## config.mk

```make
export PLATFORM = sky130hd
export DESIGN_NAME = sequenciador_leds
export DESIGN_NICKNAME = d
export VERILOG_FILES = /design/src/rtl/sequenciador_leds.sv
export SDC_FILE = /design/constraint.sdc
export NUM_CORES = 1
export LEC_CHECK = 0
export CELL_PAD_IN_SITES_DETAIL_PLACEMENT = 1
export CELL_PAD_IN_SITES_GLOBAL_PLACEMENT = 1
export CORE_MARGIN = 2
export CORE_UTILIZATION = 37
export DETAILED_ROUTE_END_ITERATION = 6
export GPL_TIMING_DRIVEN = 0
export PLACE_DENSITY = 0.93
export SYNTH_ARGS = -nofsm -noshare
export SYNTH_HDL_FRONTEND = slang
export SYNTH_SLANG_ARGS = --single-unit
export TNS_END_PERCENT = 20
```

## constraint.sdc

```tcl
create_clock -name clock -period 2.51 [get_ports clock]
set_input_delay 0.3765 -clock clock [delete_from_list [all_inputs] [get_ports clock]]
set_output_delay 0.3765 -clock clock [all_outputs]
set_load 0.005 [all_outputs]
```

## src/rtl/sequenciador_leds.sv

```systemverilog
// LED sequence player: shows answer-memory entries 0..nivel, each lit for T_ON
// cycles followed by a T_OFF dark gap, then pulses pronto for one cycle.
module sequenciador_leds #(
   parameter int T_ON  = 3,
   parameter int T_OFF = 2
) (
   input  logic       clock,
   input  logic       reset,
   input  logic       iniciar,
   input  logic       abortar,
   input  logic [3:0] nivel,
   input  logic [3:0] dado_memoria,
   output logic [3:0] endereco,
   output logic [3:0] leds,
   output logic       ativo,
   output logic       pronto,
   output logic [2:0] db_estado
);

   localparam int T_MAX = (T_ON > T_OFF) ? T_ON : T_OFF;
   localparam int TW    = (T_MAX > 1) ? $clog2(T_MAX) : 1;
   localparam logic [TW-1:0] T_ON_LAST  = TW'(T_ON - 1);
   localparam logic [TW-1:0] T_OFF_LAST = TW'(T_OFF - 1);

   typedef enum logic [2:0] {
      OCIOSO  = 3'd0,
      LIGA    = 3'd1,
      DESLIGA = 3'd2,
      AVANCA  = 3'd3,
      FIM     = 3'd4
   } estado_t;

   estado_t       estado_r, estado_s;
   logic [TW-1:0] timer_r, timer_s;
   logic [3:0]    endereco_r, endereco_s;
   logic [3:0]    nivel_r, nivel_s;
   logic          liga_r, ativo_r, pronto_r;
   logic [2:0]    db_estado_r;

   // Next-state logic; abortar overrides every state and timer event
   always_comb begin
      estado_s   = estado_r;
      timer_s    = timer_r;
      endereco_s = endereco_r;
      nivel_s    = nivel_r;
      if (abortar) begin
         estado_s   = OCIOSO;
         timer_s    = '0;
         endereco_s = 4'd0;
      end else begin
         case (estado_r)
            OCIOSO: begin
               timer_s    = '0;
               endereco_s = 4'd0;
               if (iniciar) begin
                  nivel_s  = nivel;
                  estado_s = LIGA;
               end else begin
                  estado_s = OCIOSO;
               end
            end
            LIGA: begin
               if (timer_r == T_ON_LAST) begin
                  timer_s  = '0;
                  estado_s = DESLIGA;
               end else begin
                  timer_s  = timer_r + TW'(1);
               end
            end
            DESLIGA: begin
               if (timer_r == T_OFF_LAST) begin
                  timer_s = '0;
                  if (endereco_r == nivel_r) begin
                     estado_s = FIM;
                  end else begin
                     estado_s = AVANCA;
                  end
               end else begin
                  timer_s = timer_r + TW'(1);
               end
            end
            AVANCA: begin
               timer_s    = '0;
               endereco_s = endereco_r + 4'd1;
               estado_s   = LIGA;
            end
            FIM: begin
               timer_s    = '0;
               endereco_s = 4'd0;
               estado_s   = OCIOSO;
            end
            default: begin
               timer_s    = '0;
               endereco_s = 4'd0;
               estado_s   = OCIOSO;
            end
         endcase
      end
   end

   // State, datapath and Moore output registers (outputs decoded from next state)
   always_ff @(posedge clock or negedge reset) begin
      if (!reset) begin
         estado_r    <= OCIOSO;
         timer_r     <= '0;
         endereco_r  <= 4'd0;
         nivel_r     <= 4'd0;
         liga_r      <= 1'b0;
         ativo_r     <= 1'b0;
         pronto_r    <= 1'b0;
         db_estado_r <= 3'd0;
      end else begin
         estado_r    <= estado_s;
         timer_r     <= timer_s;
         endereco_r  <= endereco_s;
         nivel_r     <= nivel_s;
         liga_r      <= (estado_s == LIGA);
         ativo_r     <= (estado_s == LIGA) || (estado_s == DESLIGA) || (estado_s == AVANCA);
         pronto_r    <= (estado_s == FIM);
         db_estado_r <= estado_s;
      end
   end

   assign endereco  = endereco_r;
   assign leds      = liga_r ? dado_memoria : 4'b0000;
   assign ativo     = ativo_r;
   assign pronto    = pronto_r;
   assign db_estado = db_estado_r;

endmodule

```

* Word level (Yosys, flattened, before mapping) *
Index checks and enable logic that the tools add are counted.

cells by class
  add/sub/neg operators = 2
  equality and inequality tests = 11
  multiplexer cells = 13
  bitwise operators = 1
  reductions and logical operators = 5

operator list
  cell                   count
  $eq A3 B2 Y1 const B   4
  $mux W3                4
  $pmux W3 S4            1
  $mux W4                2
  $pmux W4 S2            1
  $eq A3 B1 Y1 const B   2
  $mux W2                3
  $add A4 B1 Y4 const B  1
  $eq A4 B4 Y1           1
  $pmux W2 S2            1
  $eq A3 B3 Y1 const B   1
  $logic_not A3 Y1       1
  $reduce_and A3 Y1      1
  $add A2 B1 Y2 const B  1
  $eq A2 B1 Y1 const B   1
  $eq A2 B2 Y1 const B   1
  $logic_or A1 B1 Y1     2
  $ne A2 B1 Y1 const B   1
  $reduce_or A2 Y1       1
  $mux W1                1
  $not A1 Y1             1

word-level totals
  register bits after elaboration = 16
  input bits = 12
  output and inout port bits = 13
  logic and storage cells = 39

* Depth between registers and ports, before layout *
  word-level depth = 8
  depth in mapped cells = 4

* Worst setup path after synthesis *
No wires, ideal clock.

  kind = reg-to-reg
  start point = register endereco_r[0] (netlist: endereco[0])
  end point = register endereco_r[1] (netlist: endereco[1])
  data arrival time = 1,161 ps
  data required time = 2,389 ps
  slack = 1,229 ps
  cell stages (with the launch flop) = 5
  buffers on the path = 0
  cell sequence = dfrtp_1 > ha_1 > mux2_2 > a22oi_1 > nor2_1

on the way
  longest elaborated chain between the ends = 3

RTL lines
  what                    line  source
  start, declared         35    logic [3:0] endereco_r, endereco_s;
  start signal, assigned  115   endereco_r <= endereco_s;
  $add A4 B1 Y4           84    endereco_s = endereco_r + 4'd1;
  $pmux W4 S2             51    case (estado_r)
  $mux W4                 46    if (abortar) begin

No other way between the ends.
A chain may end at the register's enable or synchronous reset.

* Final worst setup path *
  start point = input port dado_memoria[1]
  end point = output port leds[1]

on the way
  longest elaborated chain between the ends = 1

RTL lines
  what             line  source
  start, declared  12    input logic [3:0] dado_memoria,
  $mux W4          125   assign leds = liga_r ? dado_memoria : 4'b0000;
  end, declared    14    output logic [3:0] leds,

No other way between the ends.

==> results.ini <==
[sta]
setup_viol=0
timing.final.crit_share=0.723
fmax_ghz=0.551
final-max-slew-violation-count=0
relSlewSlack=0.496
rsz0062_at_grt=no
minimum_setup_slack_in_the_final_design_ns=0.695
timing.final.hold_violations=0
setup_tns_ns=0
skew_ns=0.00134
worstMarginPinSlew_ns=0.753
timing.final.crit_period_ns=1.82

[synthesis]
synth_top_flop_cell=dfrtp_1
synthesis.yosys.warnings=0
post_synth_top_area_share=0.486
syn-mean-instance-area_um2=11.0
post_synth_most_frequent_cells=dfrtp_1 (16), mux2_2 (5), nor2_1 (5), xor2_1 (5)
yosysUniqueCellTypes=30
synth-seq-cells=16
synth_sequential_area_ratio=0.486
synth_edf_count=0
synthesis.area_um2=825
synthesis.instances=75
count_leader_synth=dfrtp_1
synth.top_cells.by_area=dfrtp_1 (49%), mux2_2 (6.8%), xor2_1 (5.3%)
synth_nets=88
dominant_cell_type_by_area_after_synthesis=dfrtp_1
postSynth.asyncResetShare=1.00

[die]
initial_utilization=0.384
die_height_um=51.2
die_width_um=51.2
ios=25
core_area_um2=2150
placement_rows=17
die_area_um2=2620

[power]
vdd_ir_drop_max_v=0.000293
power.leakage_nw=0.495
p_total_w=0.000558
power_density_nw_per_um2=491

[critical_path]
cp.required_ns=2.13
critPathArrivalTime_ns=1.44
rr_startpoint=db_estado[2]
r2r_end=nivel_r[1]
critical_path.endpoint_type=output pin
setup.reg_to_reg.worst_slack_ns=1.10
worstSetupPathType=in -> out
worstPathMaxFanout=1
logic_depth_of_the_worst_register_to_register_path=3
setup.worst_path.start_class=primary input
critPathLaunch=dado_memoria[1]

[clock_tree]
post-cts-setup-buffer-count=0
clock-sinks=16
clk_latency_ns=0.29
path_clk_slew_ns=0.10
hold_buf_count_cts=0
cts-buffers-inserted=3
ctsHtreeMaxLevel=1
cts_buffer_depth=2
ctsResizeCount=0
clock_tree_root=clkbuf_4
tritoncts=built

[grt]
antenna_found_initial=0
grt_pass1_wl_um=3310
first_global_vias=699
grt_start_max_net_pins=17
remaining_global_route_overflow=0
global_route.usage.total=0.178

[placement]
portBuffers=24
gp_routability_congestion=0.757
dpl_worst_slack_ns=0.688
place_hpwl_um=1550

[final_layout]
finalCoreUtilization=0.529
area_delta_synth_final_pct=37.8
final_nets=117
diodes=0
final_layout_size_suffix_gt1_frac=0.146

[route]
post-route-drc-count=0
ant_nets=0
drt_iter0_markers=2
route.detailed.wl_per_inst_um=15.7
routed-via-count=684
vias_per_cell=5.22
postRouteWirelength_um=2060
drt_first_pass_iters=3

[status]
outcome=completed

[hold_path]
type_of_the_most_critical_hold_path=in -> async

[job]
max_cap_violations=0

[per-layer routing]
metal / routed length, µm / track usage / up-vias / part of all wire
li1: - / - / 324 / -
met1: 982 / 0.214 / 343 / 0.48
met5: 0 / 0 / - / 0
met4: 36 / 0.0811 / 0 / 0.017
met3: 50 / 0.0292 / 4 / 0.024
met2: 992 / 0.310 / 13 / 0.48
[registers in the layout, summed over array words and instances (netlist names)]
| signal | flops |
|---|---|
| ativo | 1 |
| db_estado | 3 |
| endereco | 4 |
| liga_r | 1 |
| nivel_r | 4 |
| pronto | 1 |
| timer_r | 2 |
[through the flow]
stage	cells	hold slack, ns	area [µm²]
after detailed placement	127	0.503	1100
after global placement	127	0.471	1100
after global routing	131	0.553	1140
after CTS	131	0.519	1140
after floorplan	75	0.0809	825
final	131	0.519	1140
[cell type report]
class                      count  area [µm²]
inverter                       1        3.75
timing repair buffer          24         240
tap                           28        35.0
sequential                    16         400
clock buffer                   4        36.3
multi-input combinational     55         403
fill                         238        1010
buffer                         3        17.5
[worst max path at each step]
stage	endpoint	depth (start not counted)
5_1_grt	leds[1]	3
2_1_floorplan	endereco[1]	4
3_3_place_gp	leds[1]	3
3_5_place_dp	leds[1]	3
4_1_cts	leds[1]	3
6_report	leds[1]	3
[worst max-delay path, stage by stage]
cell,delay (ns)
clkdlybuf4s50_1,0.45
and2_1,0.12
clkdlybuf4s50_1,0.49
[power breakdown]
| part | internal, W | switching (W) | total, W |
|---|---|---|---|
| clock network | 0.0000884 | 0.0000880 | 0.000176 |
| registers | 0.000275 | 0.0000133 | 0.000288 |
| logic | 0.0000529 | 0.0000408 | 0.0000937 |
[cells in the final DEF (no fill, tap or decap), types with 3 or more instances in the layout]
cell type         n
a21oi_1           4
and2_1            4
clkbuf_4          3
clkdlybuf4s50_1  24
dfrtp_1          16
mux2_2            5
nand3_1           3
nor2_1            5
nor2b_1           3
xor2_1            5
[cells by family after synthesis]
family / after synthesis / share of synthesized area
AO/OA/AOI/OAI: 12 / 0.0895
XOR/XNOR: 5 / 0.0531
adder cells (fa/ha/maj): 1 / 0.0152
buffers and inverters: 4 / 0.0258
flip-flops: 16 / 0.486
multiplexers: 6 / 0.0804
AND/OR/NAND/NOR: 31 / 0.250
Power figures use the tool's default switching activity.
